===== config.mk =====
export PLATFORM = sky130hd
export DESIGN_NAME = mlc_seq_ctrl
export DESIGN_NICKNAME = d
export VERILOG_FILES = /design/src/rtl/mlc_seq_ctrl.sv
export SDC_FILE = /design/constraint.sdc
export NUM_CORES = 1
export LEC_CHECK = 0
export ABC_CLOCK_PERIOD_IN_PS = 2600
export CORE_MARGIN = 5
export CORE_UTILIZATION = 45
export DETAILED_ROUTE_END_ITERATION = 6
export HOLD_SLACK_MARGIN = 0.12
export MAX_ROUTING_LAYER = met4
export PLACE_DENSITY = 0.81
export SYNTH_ARGS = -nofsm -noshare
export SYNTH_HDL_FRONTEND = slang
export SYNTH_SLANG_ARGS = --single-unit

===== constraint.sdc =====
create_clock -name sys_clk -period 2.6 [get_ports sys_clk]
set_input_delay 0.52 -clock sys_clk [delete_from_list [all_inputs] [get_ports sys_clk]]
set_output_delay 0.52 -clock sys_clk [all_outputs]
set_load 0.005 [all_outputs]

===== src/rtl/mlc_seq_ctrl.sv =====
// Sequencer for the MLC sensor front end: powers the rails, loads each channel's
// register file over SPI, triggers a capture and drains the capture buffer one word at a time.
module mlc_seq_ctrl #(
  parameter int         NUM_CH       = 4,
  parameter int         NUM_REGS     = 32,
  parameter logic [4:0] RES_ADDR     = 5'h03,
  parameter int         WORDS_PER_CH = 256,
  parameter int         PWR_WAIT     = 1000,
  parameter int         OUT_W        = 64
) (
  input  logic              sys_clk,
  input  logic              rst,
  input  logic [2:0]        mlc_cmd,
  input  logic [3:0]        mlc_res,
  input  logic              mlc_en,
  output logic              mlc_idle,
  output logic [3:0]        mlc_state,
  output logic              mlc_5v_en,
  output logic              mlc_3p3v_12v_en,
  output logic              spi_en,
  output logic              spi_rd_wr,
  output logic [4:0]        spi_addr,
  output logic [7:0]        spi_data,
  input  logic              spi_done,
  output logic [NUM_CH-1:0] spi_ch_sel,
  output logic [5:0]        reg_idx,
  input  logic [4:0]        reg_addr,
  input  logic [7:0]        reg_data,
  input  logic              rx_if_rdy,
  output logic              cap_start,
  input  logic              cap_done,
  output logic              cap_rd_en,
  input  logic [OUT_W-1:0]  cap_rd_data,
  output logic [OUT_W-1:0]  mlc_data,
  output logic              mlc_data_valid,
  input  logic              ddr3_ack
);

  localparam int TOTAL_WORDS = NUM_CH * WORDS_PER_CH;
  localparam int PW_W        = $clog2(PWR_WAIT + 1);
  localparam int WC_W        = $clog2(TOTAL_WORDS + 1);
  localparam int CH_W        = (NUM_CH > 1) ? $clog2(NUM_CH) : 1;

  localparam logic [PW_W-1:0] PWR_LAST  = PW_W'(PWR_WAIT - 1);
  localparam logic [5:0]      REG_LAST  = 6'(NUM_REGS - 1);
  localparam logic [CH_W-1:0] CH_LAST   = CH_W'(NUM_CH - 1);
  localparam logic [WC_W-1:0] WORD_LAST = WC_W'(TOTAL_WORDS - 1);

  localparam logic [2:0] CMD_CONFIG     = 3'd1;
  localparam logic [2:0] CMD_CAPTURE    = 3'd2;
  localparam logic [2:0] CMD_POWER_DOWN = 3'd3;

  typedef enum logic [3:0] {
    IDLE       = 4'd0,
    PWR_5V     = 4'd1,
    PWR_AUX    = 4'd2,
    CFG_ISSUE  = 4'd3,
    CFG_WAIT   = 4'd4,
    ARM        = 4'd5,
    CAPTURE    = 4'd6,
    DRAIN_RD   = 4'd7,
    DRAIN_HOLD = 4'd8,
    PWR_OFF    = 4'd9
  } state_t;

  state_t state, next_state;

  logic [3:0]       res_q;
  logic             is_capture;
  logic [PW_W-1:0]  pwr_cnt;
  logic [5:0]       reg_cnt;
  logic [CH_W-1:0]  ch_cnt;
  logic [WC_W-1:0]  word_cnt;
  logic             rail_5v;
  logic             rail_aux;
  logic [4:0]       addr_q;
  logic [7:0]       data_q;
  logic             rd_pend;
  logic             cap_start_q;
  logic [OUT_W-1:0] data_out_q;
  logic             valid_q;

  logic       rails_on;
  logic       pwr_done;
  logic       last_reg;
  logic       last_ch;
  logic       last_word;
  logic       is_cfg_cmd;
  logic [7:0] cfg_data;

  assign rails_on   = rail_5v & rail_aux;
  assign pwr_done   = (pwr_cnt == PWR_LAST);
  assign last_reg   = (reg_cnt == REG_LAST);
  assign last_ch    = (ch_cnt == CH_LAST);
  assign last_word  = (word_cnt == WORD_LAST);
  assign is_cfg_cmd = (mlc_cmd == CMD_CONFIG) || (mlc_cmd == CMD_CAPTURE);
  assign cfg_data   = (reg_addr == RES_ADDR) ? {4'h0, res_q} : reg_data;

  always_ff @(posedge sys_clk) begin
    if (rst) state <= IDLE;
    else     state <= next_state;
  end

  always_comb begin
    next_state = state;
    case (state)
      IDLE: begin
        if (mlc_en) begin
          if (is_cfg_cmd)                     next_state = rails_on ? CFG_ISSUE : PWR_5V;
          else if (mlc_cmd == CMD_POWER_DOWN) next_state = PWR_OFF;
        end
      end
      PWR_5V:     if (pwr_done) next_state = PWR_AUX;
      PWR_AUX:    if (pwr_done) next_state = CFG_ISSUE;
      CFG_ISSUE:  next_state = CFG_WAIT;
      CFG_WAIT: begin
        if (spi_done) begin
          if (last_reg && last_ch) next_state = is_capture ? ARM : IDLE;
          else                     next_state = CFG_ISSUE;
        end
      end
      ARM:        if (rx_if_rdy) next_state = CAPTURE;
      CAPTURE:    if (cap_done)  next_state = DRAIN_RD;
      DRAIN_RD:   if (rd_pend)   next_state = DRAIN_HOLD;
      DRAIN_HOLD: if (ddr3_ack)  next_state = last_word ? IDLE : DRAIN_RD;
      PWR_OFF:    if (!rail_5v || pwr_done) next_state = IDLE;
      default:    next_state = IDLE;
    endcase
  end

  // Counters, rails and the output word; a single word is in flight between read and ack.
  always_ff @(posedge sys_clk) begin
    if (rst) begin
      res_q       <= '0;
      is_capture  <= 1'b0;
      pwr_cnt     <= '0;
      reg_cnt     <= '0;
      ch_cnt      <= '0;
      word_cnt    <= '0;
      rail_5v     <= 1'b0;
      rail_aux    <= 1'b0;
      addr_q      <= '0;
      data_q      <= '0;
      rd_pend     <= 1'b0;
      cap_start_q <= 1'b0;
      data_out_q  <= '0;
      valid_q     <= 1'b0;
    end else begin
      cap_start_q <= (state == ARM) && rx_if_rdy;
      case (state)
        IDLE: begin
          if (mlc_en) begin
            res_q      <= mlc_res;
            is_capture <= (mlc_cmd == CMD_CAPTURE);
            pwr_cnt    <= '0;
            reg_cnt    <= '0;
            ch_cnt     <= '0;
            if (is_cfg_cmd && !rails_on)     rail_5v  <= 1'b1;
            if (mlc_cmd == CMD_POWER_DOWN)   rail_aux <= 1'b0;
          end
        end
        PWR_5V: begin
          if (pwr_done) begin
            pwr_cnt  <= '0;
            rail_aux <= 1'b1;
          end else begin
            pwr_cnt <= pwr_cnt + 1'b1;
          end
        end
        PWR_AUX: begin
          if (pwr_done) pwr_cnt <= '0;
          else          pwr_cnt <= pwr_cnt + 1'b1;
        end
        CFG_ISSUE: begin
          addr_q <= reg_addr;
          data_q <= cfg_data;
        end
        CFG_WAIT: begin
          if (spi_done) begin
            if (last_reg) begin
              reg_cnt <= '0;
              ch_cnt  <= last_ch ? '0 : ch_cnt + 1'b1;
            end else begin
              reg_cnt <= reg_cnt + 1'b1;
            end
          end
        end
        CAPTURE: begin
          if (cap_done) word_cnt <= '0;
        end
        DRAIN_RD: begin
          if (!rd_pend) begin
            rd_pend <= 1'b1;
          end else begin
            rd_pend    <= 1'b0;
            data_out_q <= cap_rd_data;
            valid_q    <= 1'b1;
          end
        end
        DRAIN_HOLD: begin
          if (ddr3_ack) begin
            valid_q  <= 1'b0;
            word_cnt <= word_cnt + 1'b1;
          end
        end
        PWR_OFF: begin
          if (!rail_5v || pwr_done) begin
            rail_5v <= 1'b0;
            pwr_cnt <= '0;
          end else begin
            pwr_cnt <= pwr_cnt + 1'b1;
          end
        end
        default: ;
      endcase
    end
  end

  // During the issue cycle the SPI fields come straight from the register file, then from the hold registers.
  assign spi_en          = (state == CFG_ISSUE);
  assign spi_rd_wr       = 1'b0;
  assign spi_addr        = (state == CFG_ISSUE) ? reg_addr : addr_q;
  assign spi_data        = (state == CFG_ISSUE) ? cfg_data : data_q;
  assign spi_ch_sel      = ((state == CFG_ISSUE) || (state == CFG_WAIT)) ? (NUM_CH'(1) << ch_cnt) : '0;
  assign reg_idx         = reg_cnt;
  assign mlc_idle        = (state == IDLE);
  assign mlc_state       = state;
  assign mlc_5v_en       = rail_5v;
  assign mlc_3p3v_12v_en = rail_aux;
  assign cap_start       = cap_start_q;
  assign cap_rd_en       = (state == DRAIN_RD) && !rd_pend;
  assign mlc_data        = data_out_q;
  assign mlc_data_valid  = valid_q;

endmodule


# Word level (Yosys, flattened, before mapping)
# Index checks and enable logic that the tools add are counted.
# op_classes
n_eq_ne	30
addsub	4
reduce_logical	28
n_shift	1
n_mux	48
n_bitwise	1
# ops
cell	n
$mux 4	12
$pmux 4 s10	1
$mux 10	3
$pmux 10 s3	1
$mux 11	2
$pmux 11 s2	1
$ne 2x2->1 const B	10
$mux 6	3
$eq 4x3->1 const B	4
$mux 8	2
$pmux 6 s2	1
$reduce_and 4->1	3
$add 11x1->11 const B	1
$eq 11x10->1 const B	1
$add 10x1->10 const B	1
$eq 10x10->1 const B	1
$mux 2	5
$reduce_and 10->1	1
$reduce_bool 2->1	5
$mux 1	9
$mux 3	3
$reduce_and 3->1	3
$eq 4x2->1 const B	2
$eq 4x4->1 const B	2
22 further kinds	35
# word_totals
register_bits	120
out_inout_bits	99
in_bits	91
word_cells	127

# Longest topological paths before layout
# depth
word_depth	6
ltp_mapped	8
depth_no_buf	6

# Worst setup path after synthesis
# Ideal clock, no wire load.
# synth_path
path_type	input port to output port
start	input reg_addr[3]
end	output spi_data[0]
setup_slack_ns	0.576
arrival_time_ns	1.504
n_path_buf	0
t_required_ns	2.080
stages	3
path_cell_list	nor4_2 -> mux2i_1 -> o21ai_0
# synth_via
elab_chain_len	3
# synth_rtl
item	line	text
start, declared	27	input logic [4:0] reg_addr,
$eq 5x2->1	97	assign cfg_data = (reg_addr == RES_ADDR) ? {4'h0, res_q} : reg_data;
$mux 8	97	
$mux 8	-	
end, declared	23	output logic [7:0] spi_data,
# Every way passes these cells.

# Worst setup path in the final report
# layout_path
start	input reg_addr[0]
end	output spi_data[3]
# The elaborated chain is that of the path after synthesis.

==> results.cfg <==
[route]
vias = 5237
vias_per_cell = 5.28
antenna_left = 0
first_pass_iters = 6
dr_wl_met2_mm = 8.64
wl_met1_mm = 6.43
drcViolationCount = 0
routed_wl_mm = 16.2
first_iter_violations = 456
topRoutingLayerUsed = met4
post_drt_wl_per_cell_um = 16.3
met3_length_um = 868

[sta]
finalCritPeriodShare_pct = 96.8
final_max_slew_viol_count = 0
tightest_slew_ps = 899
final.setup_skew_ps = 13.3
holdWs_ps = 451
setup_viol = 0
max_freq_ghz = 0.397
final_hold_viol_count = 0
rsz0062_at_grt = true
min_period_ps = 2520
worst_slack_ps = 83.4
relSlewSlack_pct = 39.7

[placed_design]
dp_hpwl_mm = 11.3
place_congestion = 0.898
port_buffers = 188
placed_cells = 944
dp_slack_ps = -240

[setup_path]
crit_chain = clkdlybuf4s50_1 -> nand2_1 -> nor4_2 -> buf_4 -> buf_4 -> buf_4 -> mux2i_1 -> o21ai_1 -> clkbuf_2
critPathLaunchType = input pin
regToRegStartpoint = mlc_state[0]$_SDFFE_PP0P_
critPathSlowestCell = clkdlybuf4s50_1
cp.required_ps = 2080
timing.rr.end = mlc_state[0]$_SDFFE_PP0P_
crit_arrival_ps = 2000
endpoint_kind = output pin
r2r_cells = 7
crit_type = in -> out
max_stage_delay_ps = 490
worstPathMaxFanout = 5
regToRegSetupSlack_ps = 390
cp_common_cell = buf_4

[clock_network]
clk_latency_ps = 410
cts_hold_buf = 0
clk_pin_slew_ps = 50
clockRootBuffer = clkbuf_16
htreeDepth = 4
cts_tree = done
cts_buffer_depth = 2
cts.sinks = 120
numCtsBuffers = 17

[power]
finalPower_mw = 5.84
p_leak_nw = 2.95
power.density_nw_per_um2 = 728
ir_worst_vdd_mv = 0.440

[finish]
num-nets-final = 933
areaGrowthSynthToFinish_pct = 54.4
fillers = 875
post_route_cells_drive_above_1_share_pct = 11.3
instances_no_fill = 991
fin_util_pct = 70.5
insertedDiodeCount = 0

[synth]
synthCells = 637
netlist_top_cells_area = dfxtp_1, nand2_1, a21oi_1
synth_edf_count = 0
ys_async_sr_fraction_pct = 0
seq_area_frac_synth_pct = 46.3
avgSynthCellArea_sq_um = 8.15
synth-main-ff-cell = dfxtp_1
synth_cell_types = 62
syn_area_sq_um = 5190
synth_largest_area_cell = dfxtp_1
yosysTopAreaCellShare_pct = 46.3
synthesis.nets = 735
yosysWarnings = 0
ys_ff_latch = 120

[run_status]
status = completed

[worst_hold_path]
min_delay_path_depth = 2
min-delay-start = mlc_data[50]$_SDFFE_PP0P_
hold_class = reg -> reg
hold-path-endpoint = mlc_data[50]$_SDFFE_PP0P_

[grt]
track_usage_pct = 23.0
grt_antenna_before_repair = 0
grt_max_degree = 91
gr-total-overflow = 0
grt_pass1_vias = 5049
grt_pass1_wl_mm = 25.7

[floorplanning]
die_h_um = 117
die_w_um = 117
io_pins = 190
coreArea_sq_um = 11400
die-area_sq_um = 13800
start_util_pct = 45.7
rows = 39

[flow_run]
cap_violations = 0
synth_stat cells, types with 2 or more instances:
master and number:
nand3b_1 2, xnor2_1 9, nand2_1 179, a211oi_1 4, clkbuf_1 24, mux2_2 4, nand2b_1 4, a41oi_1 3
o21ai_0 12, nand4_1 3, buf_4 5, a21o_1 2, and2_1 4, nor4b_1 2, mux2i_1 8, nor3b_1 2
a21oi_1 83, or2b_1 2, nor4b_2 2, inv_2 2, o21bai_1 2, nor3_1 5, nor2b_1 18, dfxtp_1 120
nand3_1 14, and3_1 9, xor2_1 7, inv_1 6, ha_1 7, o41ai_1 2, or4b_1 2, nand4b_1 3
a311oi_1 7, nor2_1 36, a31oi_1 5, buf_2 12
stage by stage:
| step | area (sq um) | TNS (ps) |
|---|---|---|
| 6_report | 8020 | 0 |
| 5_1_grt | 8020 | -30.0 |
| 4_1_cts | 7970 | -4.38 |
| 3_5_place_dp | 7220 | -1080 |
| 3_3_place_gp | 7220 | -554 |
| 2_1_floorplan | 5190 | 0 |
routing by layer:
layer,up-vias,global-route usage (%)
met3,23,5.05
met2,179,40.5
met1,2479,25.9
met4,0,7.25
li1,2556,-
met5,-,-
how the worst max path moves through the flow:
stage / from / end / cells after the start
finish: reg_addr[0] / spi_data[3] / 9
floorplan: reg_addr[3] / spi_data[0] / 3
global placement: reg_addr[3] / spi_data[0] / 6
CTS: reg_addr[3] / spi_data[1] / 7
detailed placement: reg_addr[3] / spi_data[1] / 6
global route: reg_addr[0] / spi_data[3] / 9
final cells by class:
class                   instances  area (sq um)  share of cell area, %
inverters                       8          30.0                  0.374
clock buffers                  20           447                   5.57
well taps                     143           179                   2.23
multi-input cells             468          2600                   32.4
flip-flops and latches        120          2410                   30.0
clock inverters                12           174                   2.17
repair buffers                220          2180                   27.2
cell usage in the layout, fill, tap and decap left out, drive strengths merged, types with 4 or more instances in the layout:
cell type	count
nand3	14
clkinvlp	4
nand2	179
nor2b	18
a31oi	6
clkbuf	23
xnor2	9
dfxtp	120
mux2i	8
xor2	7
dlygate4sd2	7
nor3	7
a311oi	7
clkdlybuf4s50	173
ha	7
nand2b	4
nor2	36
nor4b	4
o21ai	12
mux2	4
and2	4
and3	9
inv	9
bufinv	4
a211oi	5
dlymetal6s2s	4
buf	32
nand4	4
a21oi	84
registers in the layout, summed over array words and instances (netlist names):
register         count
is_capture           1
word_cnt            11
rd_pend              1
mlc_state            4
mlc_3p3v_12v_en      1
reg_idx              6
res_q                4
mlc_5v_en            1
cap_start            1
data_q               8
mlc_data            64
pwr_cnt             10
ch_cnt               2
addr_q               5
mlc_data_valid       1
kinds of logic (layout without fill, tap and decap cells):
group	count (synthesis)	count (layout)	share of synthesized area [%]
and+or+nand+nor	299	299	27.2
AOI/OAI and AO/OA	133	133	15.5
DFF	120	120	46.3
buffers and inverters	49	260	4.19
xor gates and xnor gates	16	16	2.70
muxes	12	12	2.41
adders and majority gates	7	7	1.69
other	1	1	0.0722
power by group:
part	leakage (nW)	switching (mW)	total [mW]	internal (mW)
clock	0.292	0.835	2.46	1.63
sequential	0.969	0.0764	1.99	1.91
combinational	1.69	0.703	1.39	0.689
worst max-delay path, delay by kind of cell:
family | cells | cell delay (ps)
buffers and inverters | 5 | 980
AND/OR/NAND/NOR | 2 | 210
multiplexers | 1 | 170
AO/OA/AOI/OAI | 1 | 110
timing repair:
item,CTS,global route
gates resized for setup,27,16
buffers inserted,10,4
setup endpoints to repair,18,10
cloned,1,0
pin swaps,5,1
Power figures use the tool's default switching activity.
